--- src/rtl/instr_fetch_unit.sv ---
// instr_fetch_unit: fetches instructions over a req/ack memory port into a one-entry decode register with PC stall, HLT stop and redirect flush
module instr_fetch_unit #(
  parameter int ADDR_W = 16,
  parameter int INSTR_W = 16,
  parameter logic [3:0] HLT_OP = 4'hF
) (
  input  logic               clk,
  input  logic               rst,
  input  logic [ADDR_W-1:0]  pc_addr,
  output logic               pc_stall,
  input  logic               redirect,
  output logic               mem_req,
  output logic [ADDR_W-1:0]  mem_addr,
  input  logic               mem_ack,
  input  logic [INSTR_W-1:0] mem_rdata,
  output logic               inst_valid,
  output logic [INSTR_W-1:0] inst,
  output logic [ADDR_W-1:0]  inst_pc,
  input  logic               dec_ready,
  output logic               halt_seen
);
  typedef enum logic [1:0] {IDLE, REQ, HOLD, HALTED} state_t;
  state_t state, stateNext;
  logic [ADDR_W-1:0] reqAddr, holdPc, instPc, loadPc;
  logic [INSTR_W-1:0] holdInst, instR, loadInst;
  logic drop, dropNext, validR, load, toHold, isHlt;
  assign mem_req = state == REQ;
  assign mem_addr = reqAddr;
  assign inst_valid = validR;
  assign inst = instR;
  assign inst_pc = instPc;
  assign halt_seen = state == HALTED;
  always_comb begin
    stateNext = state;
    dropNext = drop;
    load = 1'b0;
    toHold = 1'b0;
    loadInst = state == HOLD ? holdInst : mem_rdata;
    loadPc = state == HOLD ? holdPc : reqAddr;
    case (state)
      IDLE: stateNext = redirect ? IDLE : REQ;
      REQ: begin
        if (mem_ack) begin
          dropNext = 1'b0;
          stateNext = IDLE;
          if (!redirect && !drop) begin
            load = !validR || dec_ready;
            toHold = !load;
            stateNext = load ? IDLE : HOLD;
          end
        end else if (redirect) begin
          dropNext = 1'b1;
        end
      end
      HOLD: begin
        load = !redirect && dec_ready;
        stateNext = (redirect || dec_ready) ? IDLE : HOLD;
      end
      default: stateNext = HALTED;
    endcase
    isHlt = loadInst[INSTR_W-1 -: 4] == HLT_OP;
    if (load && isHlt) stateNext = HALTED;
    // an HLT transfer keeps the PC parked on the HLT itself
    pc_stall = !((load && !isHlt) || (redirect && state != HALTED));
  end
  always_ff @(posedge clk) begin
    if (rst) begin
      state <= IDLE;
      reqAddr <= '0;
      drop <= 1'b0;
      holdInst <= '0;
      holdPc <= '0;
      instR <= '0;
      instPc <= '0;
      validR <= 1'b0;
    end else begin
      state <= stateNext;
      drop <= dropNext;
      if (state == IDLE) reqAddr <= pc_addr;
      if (toHold) begin
        holdInst <= mem_rdata;
        holdPc <= reqAddr;
      end
      if (load) begin
        instR <= loadInst;
        instPc <= loadPc;
      end
      validR <= redirect ? 1'b0 : load ? 1'b1 : (validR && dec_ready) ? 1'b0 : validR;
    end
  end
endmodule

--- config.mk ---
export PLATFORM = sky130hd
export DESIGN_NAME = instr_fetch_unit
export DESIGN_NICKNAME = d
export VERILOG_FILES = /design/src/rtl/instr_fetch_unit.sv
export SDC_FILE = /design/constraint.sdc
export NUM_CORES = 1
export LEC_CHECK = 0
export CAP_MARGIN = 30
export CELL_PAD_IN_SITES_DETAIL_PLACEMENT = 0
export CELL_PAD_IN_SITES_GLOBAL_PLACEMENT = 1
export CORE_ASPECT_RATIO = 0.7
export CORE_UTILIZATION = 47
export CTS_CLUSTER_DIAMETER = 200
export DETAILED_ROUTE_END_ITERATION = 12
export DONT_BUFFER_PORTS = 1
export PLACE_DENSITY = 0.75
export SLEW_MARGIN = 5
export SYNTH_ARGS = -nofsm -noshare
export SYNTH_HDL_FRONTEND = slang
export SYNTH_SLANG_ARGS = --single-unit
export TNS_END_PERCENT = 5
--- constraint.sdc ---
create_clock -name clk -period 2.9 [get_ports clk]
set_clock_uncertainty 0.1 [all_clocks]
set_input_delay 0.58 -clock clk [delete_from_list [all_inputs] [get_ports clk]]
set_output_delay 0.58 -clock clk [all_outputs]
set_load 0.05 [all_outputs]
==> run summary, run 1 <==
initial drt markers: 79
clock power share: 0.364
Slew HR: 0.459
# diodes: 0
Pre-Repair DR Iteration Count: 4
register area share after synthesis: 0.471
Synth Register Bits: 84
Worst VDD drop: 385 µV
Final ANT Viol Nets: 0
Max Slew Vio Count: 0
setup tns final: 0 ns
status: finished, final reports clean
Startpoint Class: register
pin count of the biggest net entering global routing: 85
Synth Warn #: 0
CP Buf/Inv Count: 2
DRC: 0
Yosys cell types: 26
Cell Chain, Critical Path: inv_1 -> ha_2 -> nand2_1 -> a2111oi_4 -> nor2b_1 -> a21oi_1 -> buf_4
# resized after CTS: 0
clk slew on worst S/H paths: 0.07 ns
fin crit period: 2.56 ns
Placed Instances: 449
dpl hpwl: 4340 µm
core area: 0.00732 mm²
FILL cells: 682
DR vias/cell: 5.35
initial antenna violation count: 0
syn avg cell area: 9.63 µm²
global route overflow: 0
die area: 0.00796 mm²
fin util: 0.517
Area growth, synth to finish: 5.92%
Hold Buf Count CTS: 0
I/O Buffers: 0
Worst Path Max Fanout: 4
I/O pin count: 89
combinational share of power: 0.058
actual slew at the worst max-slew pin: 0.811 ns
Sw Ratio: 0.262
clk sink count: 84
setup-violating endpoint count in the final report: 0
most common cell after layout, fill and taps aside: dfxtp_1
Post-Syn Area: 0.00357 mm²
cell depth of the worst setup path: 7
initial core utilization: 0.488
commonest cells after routing, fill and taps aside: 84 x dfxtp_1, 67 x nand2_1, 49 x mux2i_1, 49 x nor2_1, 36 x a21oi_1
Psw: 0.594 mW
CP max-delay cell: a2111oi_4
WL per Instance: 15.6 µm
gr usage total: 0.192
power density over cell area: 600 mW/mm²
CP required: 2.22 ns
number of flops mapped to enable cells by yosys: 0
worst setup path start: state[0]
vias in the first global route: 2286
Max Cap Viol: 0
Leakage Power: 1.23 nW
area of the multi-input gates: 0.00171 mm²
predominant post-synthesis flop cell: dfxtp_1
chip width: 106 µm
Max Fclk: 390 MHz
final worst-path cycle share: 0.884
Worst setup endpoint: pc_stall
crit path DAT: 1.88 ns
GPL Wtd Cong: 0.778
Finished Layout Cells: 463
Seq. cell area: 0.00168 mm²
Mapped Cells: 371
CTS tree: done
r2r setup slk: 0.53 ns
clk_lat worst skew: 0.35 ns
Setup crit end kind: primary output
worst r2r dst: inst_pc[0]
Hold WS: 0.194 ns
Worst Hold Class: input port to register
Die Ht: 74.9 µm
CTS Buf Count: 9
first-pass GRT wire length: 11600 µm
Int Pwr: 1.68 mW
crit-path max cell delay: 0.37 ns
Hold Vio Cnt, Final: 0
Overall Power: 2.27 mW
FF-to-FF path depth: 7
H-tree depth: 3
CTS root buf: clkbuf_8
RR Startpoint: state[0]
deepest clock path buffer count: 2
critical setup path kind: register to primary output
share of layout cells above drive strength 1: 0.162
syn_nets: 412
layout net count: 403
ys async rst share: 0
DRT Wirelength: 7230 µm
Row Count: 26
Setup Fix Bufs, Post-CTS: 0
CP delay by family, top: compound AO/OA/AOI/OAI gates
RSZ-0062 raised after global routing: no
Vias: 2477
sequential share of power: 0.578
state kept, by name (all words and copies together) (netlist names):
register and cells:
inst_valid 1, mem_addr 16, state 2, inst 16
inst_pc 16, drop 1, holdPc 16, holdInst 16
layout make-up:
| class | count | area share |
|---|---|---|
| multi-input combinational | 254 | 0.451 |
| sequential | 84 | 0.444 |
| clock buffer | 12 | 0.0410 |
| tap | 98 | 0.0324 |
| timing repair buffer | 9 | 0.0179 |
| clock inverter | 2 | 0.00926 |
| inverter | 4 | 0.00397 |
power groups by stage:
stage | registers, mW | logic, mW | clock network (mW)
2_1_floorplan | 1.33 | 0.135 | 0
3_3_place_gp | 1.34 | 0.130 | 0
3_5_place_dp | 1.34 | 0.133 | 0
4_1_cts | 1.31 | 0.134 | 0.861
5_1_grt | 1.32 | 0.147 | 0.903
6_report | 1.31 | 0.133 | 0.827
Yosys cell counts (4+ instances only):
| master | number | share of area |
|---|---|---|
| a211oi_2 | 32 | 0.11 |
| a21oi_1 | 36 | 0.050 |
| buf_2 | 5 | 0.0070 |
| dfxtp_1 | 84 | 0.47 |
| inv_1 | 4 | 0.0042 |
| nor2_1 | 49 | 0.051 |
| ha_1 | 4 | 0.014 |
| mux2i_1 | 49 | 0.14 |
| buf_6 | 7 | 0.022 |
| nand2_1 | 67 | 0.070 |
| clkbuf_1 | 15 | 0.016 |
through the flow:
| stage | setup WS, ns | area, µm² |
|---|---|---|
| after global routing | 0.224 | 3780 |
| after global placement | 0.645 | 3590 |
| after detailed placement | 0.530 | 3590 |
| after CTS | 0.300 | 3780 |
| after floorplan | 0.0193 | 3570 |
| final | 0.337 | 3780 |
routing by layer:
metal | GRT usage | vias up | part of all wire | wire, µm
met5 | 0 | - | 0 | 0
met4 | 0.0694 | 0 | 0.0090 | 65
met3 | 0.0823 | 7 | 0.075 | 542
met2 | 0.291 | 69 | 0.43 | 3110
met1 | 0.246 | 1156 | 0.49 | 3510
li1 | - | 1245 | - | -
cells by family after synthesis:
group                      count (synthesis)  share of synthesized area
adders and majority gates                  4                     0.0140
muxes                                     51                      0.144
buffers and inverters                     33                     0.0522
and+or+nand+nor                          127                      0.144
AOI/OAI and AO/OA                         72                      0.176
DFF                                       84                      0.471
how the worst min path moves through the flow:
stage                      startpoint          end  slack, ns  depth (start not counted)
final                             rst      inst[1]       0.19                          1
after global routing              rst      inst[2]       0.16                          1
after CTS                         rst      inst[2]       0.16                          1
after detailed placement   holdPc[15]   holdPc[15]       0.34                          2
after global placement      holdPc[2]    holdPc[2]       0.34                          2
after floorplan           holdInst[0]  holdInst[0]       0.34                          2
Note: power is estimated with default switching activity, not from simulation.
==> inputs of run 2 (changes only) <==
MAX_ROUTING_LAYER = met4   (was default)
==> run 2 against run 1 <==
Net effect: die area did not move; utilization did not move; global-route usage grew 0.64 points; sequential cell count did not move; critical path depth did not move; cell count stayed put; hold slack lost 0.00094 ns; critical path type unchanged.
==> run summary, run 2 (synthesized netlist as in run 1, its figures left out) <==
status: finished, final reports clean
Max Cap Viol: 0 (unchanged)
CP Buf/Inv Count: 2 (unchanged)
Die Ht: 74.9 µm (unchanged)
Worst setup endpoint: pc_stall
Startpoint Class: register
deepest clock path buffer count: 2 (unchanged)
CTS root buf: clkbuf_8
Worst VDD drop: 386 µV (+0.41%)
dpl hpwl: 4340 µm (unchanged)
Pre-Repair DR Iteration Count: 4 (unchanged)
I/O Buffers: 0 (unchanged)
worst setup margin: 0.333 ns (-0.00449 ns)
DP Worst Slack: 0.530 ns (unchanged)
Vias: 2472 (-0.20%)
gr usage total: 0.198 (+0.00638)
final worst-path cycle share: 0.885 (+0.00155)
clk_lat worst skew: 0.35 ns (about the same)
chip width: 106 µm (unchanged)
Setup crit end kind: primary output
CP required: 2.22 ns (about the same)
worst setup path start: state[0]
RSZ-0062 raised after global routing: no
beginning of the worst hold path: rst
Setup Fix Bufs, Post-CTS: 0 (unchanged)
share of layout cells above drive strength 1: 0.162 (unchanged)
r2r setup slk: 0.52 ns (about the same)
clk slew on worst S/H paths: 0.07 ns (about the same)
global route overflow: 0 (unchanged)
die area: 0.00796 mm² (unchanged)
fin crit period: 2.57 ns (+0.00449 ns)
core area: 0.00732 mm² (unchanged)
FILL cells: 682 (unchanged)
worst r2r dst: inst_pc[0]
Area growth, synth to finish: 5.92% (unchanged)
GPL Wtd Cong: 0.789 (+1.4%)
Row Count: 26 (unchanged)
Min-Delay Path Depth: 1 (unchanged)
critical setup path kind: register to primary output
Max Slew Vio Count: 0 (unchanged)
setup tns final: 0 ns (unchanged)
most common cell after layout, fill and taps aside: dfxtp_1
Worst Hold Class: input port to register
Worst Path Max Fanout: 4 (unchanged)
actual slew at the worst max-slew pin: 0.814 ns (+0.00356 ns)
power density over cell area: 601 mW/mm² (about the same)
DR vias/cell: 5.34 (-0.20%)
setup-violating endpoint count in the final report: 0 (unchanged)
vias in the first global route: 2286 (unchanged)
H-tree depth: 3 (unchanged)
CP max-delay cell: a2111oi_4
# diodes: 0 (unchanged)
commonest cells after routing, fill and taps aside: 84 x dfxtp_1, 67 x nand2_1, 49 x mux2i_1, 49 x nor2_1, 36 x a21oi_1
cell depth of the worst setup path: 7 (unchanged)
Leakage Power: 1.23 nW (unchanged)
Cell Chain, Critical Path: inv_1 -> ha_2 -> nand2_1 -> a2111oi_4 -> nor2b_1 -> a21oi_1 -> buf_4
CTS tree: done
crit-path max cell delay: 0.37 ns (about the same)
first-pass GRT wire length: 11600 µm (unchanged)
WL per Instance: 15.6 µm (+0.21%)
initial core utilization: 0.488 (unchanged)
layout net count: 403 (unchanged)
I/O pin count: 89 (unchanged)
initial drt markers: 80 (+1.3%)
Final ANT Viol Nets: 0 (unchanged)
RR Startpoint: state[0]
Hold Buf Count CTS: 0 (unchanged)
DRT Wirelength: 7240 µm (+0.21%)
initial antenna violation count: 0 (unchanged)
CP delay by family, top: compound AO/OA/AOI/OAI gates
Hold Vio Cnt, Final: 0 (unchanged)
crit path DAT: 1.89 ns (about the same)
Slew HR: 0.457 (-0.00238)
clk sink count: 84 (unchanged)
# resized after CTS: 0 (unchanged)
CTS Buf Count: 9 (unchanged)
pin count of the biggest net entering global routing: 85 (unchanged)
Overall Power: 2.27 mW (about the same)
Max Fclk: 390 MHz (-0.18%)
DRC: 0 (unchanged)
fin util: 0.517 (unchanged)
FF-to-FF path depth: 7 (unchanged)
[run 2: cell counts in the layout (fill, tap and decap cells not counted)]
Identical to the previous run, type by type.
[run 2: worst min-delay path by stage]
stage             endpoint
3_5_place_dp    holdPc[15]
2_1_floorplan  holdInst[0]
5_1_grt            inst[2]
4_1_cts            inst[2]
6_report           inst[1]
3_3_place_gp     holdPc[2]
[run 2: area by class of cell]
| class | instances | area, µm² | share of cell area |
|---|---|---|---|
| clock buffers | 12 | 155 | 0.0410 |
| clock inverters | 2 | 35.0 | 0.00926 |
| well taps | 98 | 123 | 0.0324 |
| flip-flops and latches | 84 | 1680 | 0.444 |
| inverters | 4 | 15.0 | 0.00397 |
| repair buffers | 9 | 67.6 | 0.0179 |
| multi-input cells | 254 | 1710 | 0.451 |
[run 2: metal layers]
metal / part of all wire / vias to the layer above / global-route usage
met4: 0.011 / 0 / 0.0694
met1: 0.49 / 1153 / 0.247
met2: 0.43 / 65 / 0.291
met3: 0.074 / 8 / 0.0805
li1: - / 1246 / -
met5: 0 / - / -
[run 2: report_power, final]
part           leakage [nW]  internal (mW)  switching (mW)  total, mW
sequential            0.681           1.18           0.129       1.31
combinational         0.446         0.0587          0.0739      0.133
clock                0.0983          0.435           0.394      0.829
total                  1.23           1.68           0.596       2.27
[run 2: through the flow]
step	instance area [µm²]	hold WS, ns	std cells
2_1_floorplan	3570	0.336	371
3_3_place_gp	3590	0.336	449
3_5_place_dp	3590	0.341	449
4_1_cts	3780	0.163	463
5_1_grt	3780	0.159	463
6_report	3780	0.193	463
==> inputs of run 3 (changes only) <==
CORE_UTILIZATION = 51   (was 47)
PLACE_DENSITY = 0.81   (was 0.75)
SETUP_SLACK_MARGIN = 0.5   (was default)
clock period = 3.22 ns   (was 2.9 ns; I/O delays follow)
==> run 3 against run 2 <==
Net effect: global-route usage grew 0.38 points; power shrank 15%; sequential cell count is the same; non-clock buffer count shrank 2; first-iteration DRC count grew 55%; via count shrank 0.77%; register-to-register slack gained 0.23 ns; sequential power shrank 9.9%; final area shrank 0.50%.
==> run summary, run 3 (synthesized netlist as in run 1, its figures left out) <==
pin count of the biggest net entering global routing: 85 (unchanged)
clk sink count: 84 (unchanged)
critical setup path kind: register to primary output
final worst-path cycle share: 0.809
worst setup path start: state[1]
Max Slew Vio Count: 0 (unchanged)
Worst Path Max Fanout: 8 (+4)
Min-Delay Path Depth: 1 (unchanged)
commonest cells after routing, fill and taps aside: 83 x dfxtp_1, 67 x nand2_1, 49 x mux2i_1, 49 x nor2_1, 35 x a21oi_1
dpl hpwl: 4290 µm (-1.2%)
setup tns final: 0 ns (unchanged)
crit path DAT: 1.86 ns (-0.03 ns)
Startpoint Class: register
Setup Fix Bufs, Post-CTS: 0 (unchanged)
initial drt markers: 124 (+55%)
Die Ht: 72.0 µm (-3.9%)
Pre-Repair DR Iteration Count: 4 (unchanged)
setup-violating endpoint count in the final report: 0 (unchanged)
final instance area: 0.00376 mm² (-0.50%)
power density over cell area: 515 mW/mm² (-14%)
most common cell after layout, fill and taps aside: dfxtp_1
DRT Wirelength: 7090 µm (-2.1%)
Row Count: 25 (-3.8%)
vias in the first global route: 2280 (-0.26%)
FILL cells: 642 (-5.9%)
die area: 0.00735 mm² (-7.7%)
beginning of the worst hold path: rst
DR vias/cell: 5.36 (+0.31%)
CTS tree: done
deepest clock path buffer count: 2 (unchanged)
Overall Power: 1.94 mW (-15%)
first-pass GRT wire length: 11000 µm (-5.1%)
fin crit period: 2.61 ns
CTS Buf Count: 9 (unchanged)
Hold WS: 0.255 ns (+0.0612 ns)
clk slew on worst S/H paths: 0.08 ns (about the same)
Max Cap Viol: 0 (unchanged)
global route overflow: 0 (unchanged)
RR Startpoint: state[1]
Leakage Power: 1.19 nW (-2.7%)
Hold Buf Count CTS: 0 (unchanged)
FF-to-FF path depth: 7 (unchanged)
CTS root buf: clkbuf_8
layout net count: 401 (-0.50%)
Hold Vio Cnt, Final: 0 (unchanged)
Worst Hold Class: input port to register
actual slew at the worst max-slew pin: 0.829 ns (+0.0145 ns)
share of layout cells above drive strength 1: 0.170 (+0.00869)
dpl cell area: 0.00358 mm² (-0.38%)
Vias: 2453 (-0.77%)
Slew HR: 0.447 (-0.00968)
Final ANT Viol Nets: 0 (unchanged)
core area: 0.00676 mm² (-7.7%)
Max Fclk: 384 MHz
# diodes: 0 (unchanged)
CP required: 2.48 ns (+0.26 ns)
clk_lat worst skew: 0.35 ns (about the same)
DRC: 0 (unchanged)
Worst VDD drop: 301 µV (-22%)
initial core utilization: 0.529 (+0.0407)
I/O Buffers: 0 (unchanged)
chip width: 102 µm (-3.9%)
Setup crit end kind: primary output
WL per Instance: 15.5 µm (-1.0%)
RSZ-0062 raised after global routing: no
status: finished, final reports clean
initial antenna violation count: 0 (unchanged)
Area growth, synth to finish: 5.39%
I/O pin count: 89 (unchanged)
gr usage total: 0.202 (+0.00384)
H-tree depth: 3 (unchanged)
GPL Wtd Cong: 0.817 (+3.6%)
==> run 3: worst paths after layout <==
check,end,slack (ns)
min,inst[2],0.25
max reg2reg,inst_pc[8],0.75
max,pc_stall,0.61
min reg2reg,holdInst[0],0.35
==> run 3: metrics by stage <==
| step | util | setup WS, ns | instances |
|---|---|---|---|
| finish | 0.557 | 0.614 | 458 |
| global placement | 0.530 | 0.706 | 443 |
| global route | 0.557 | 0.527 | 458 |
| floorplan | - | 0.594 | 371 |
| detailed placement | 0.530 | 0.634 | 443 |
| CTS | 0.556 | 0.520 | 458 |
==> run 3: what timing repair did <==
item	in CTS	in global routing
cloned	0	0
setup endpoints to repair	1	1
resized for setup	2	4
pin swaps	0	1
==> run 3: report_power, final <==
group / leakage [nW] / total, mW / switching (mW) / internal, mW
Sequential: 0.682 / 1.18 / 0.117 / 1.07
Clock: 0.0714 / 0.635 / 0.360 / 0.275
Combinational: 0.440 / 0.121 / 0.0671 / 0.0541
Total: 1.19 / 1.94 / 0.543 / 1.40
==> run 3: metal layers <==
| metal | share of wire | up-vias | wire length (µm) | GRT usage |
|---|---|---|---|---|
| li1 | - | 1242 | - | - |
| met1 | 0.46 | 1126 | 3260 | 0.243 |
| met2 | 0.44 | 74 | 3090 | 0.303 |
| met3 | 0.087 | 11 | 620 | 0.0780 |
| met4 | 0.017 | 0 | 121 | 0.0841 |
| met5 | 0 | - | 0 | - |
==> run 3: layout make-up <==
class | count | area, µm² | area share
tap | 94 | 118 | 0.0312
sequential | 84 | 1680 | 0.447
timing repair buffer | 7 | 52.6 | 0.0140
inverter | 4 | 15.0 | 0.00399
multi-input combinational | 254 | 1740 | 0.462
clock inverter | 4 | 27.5 | 0.00731
clock buffer | 11 | 131 | 0.0349
==> run 3: critical path, cell delays in order (launching register included) <==
cell and delay (ns):
dfxtp_1 0.34, inv_2 0.10, ha_4 0.28, nand3b_1 0.16, a2111oi_4 0.34, nor2b_4 0.22
a21oi_4 0.09
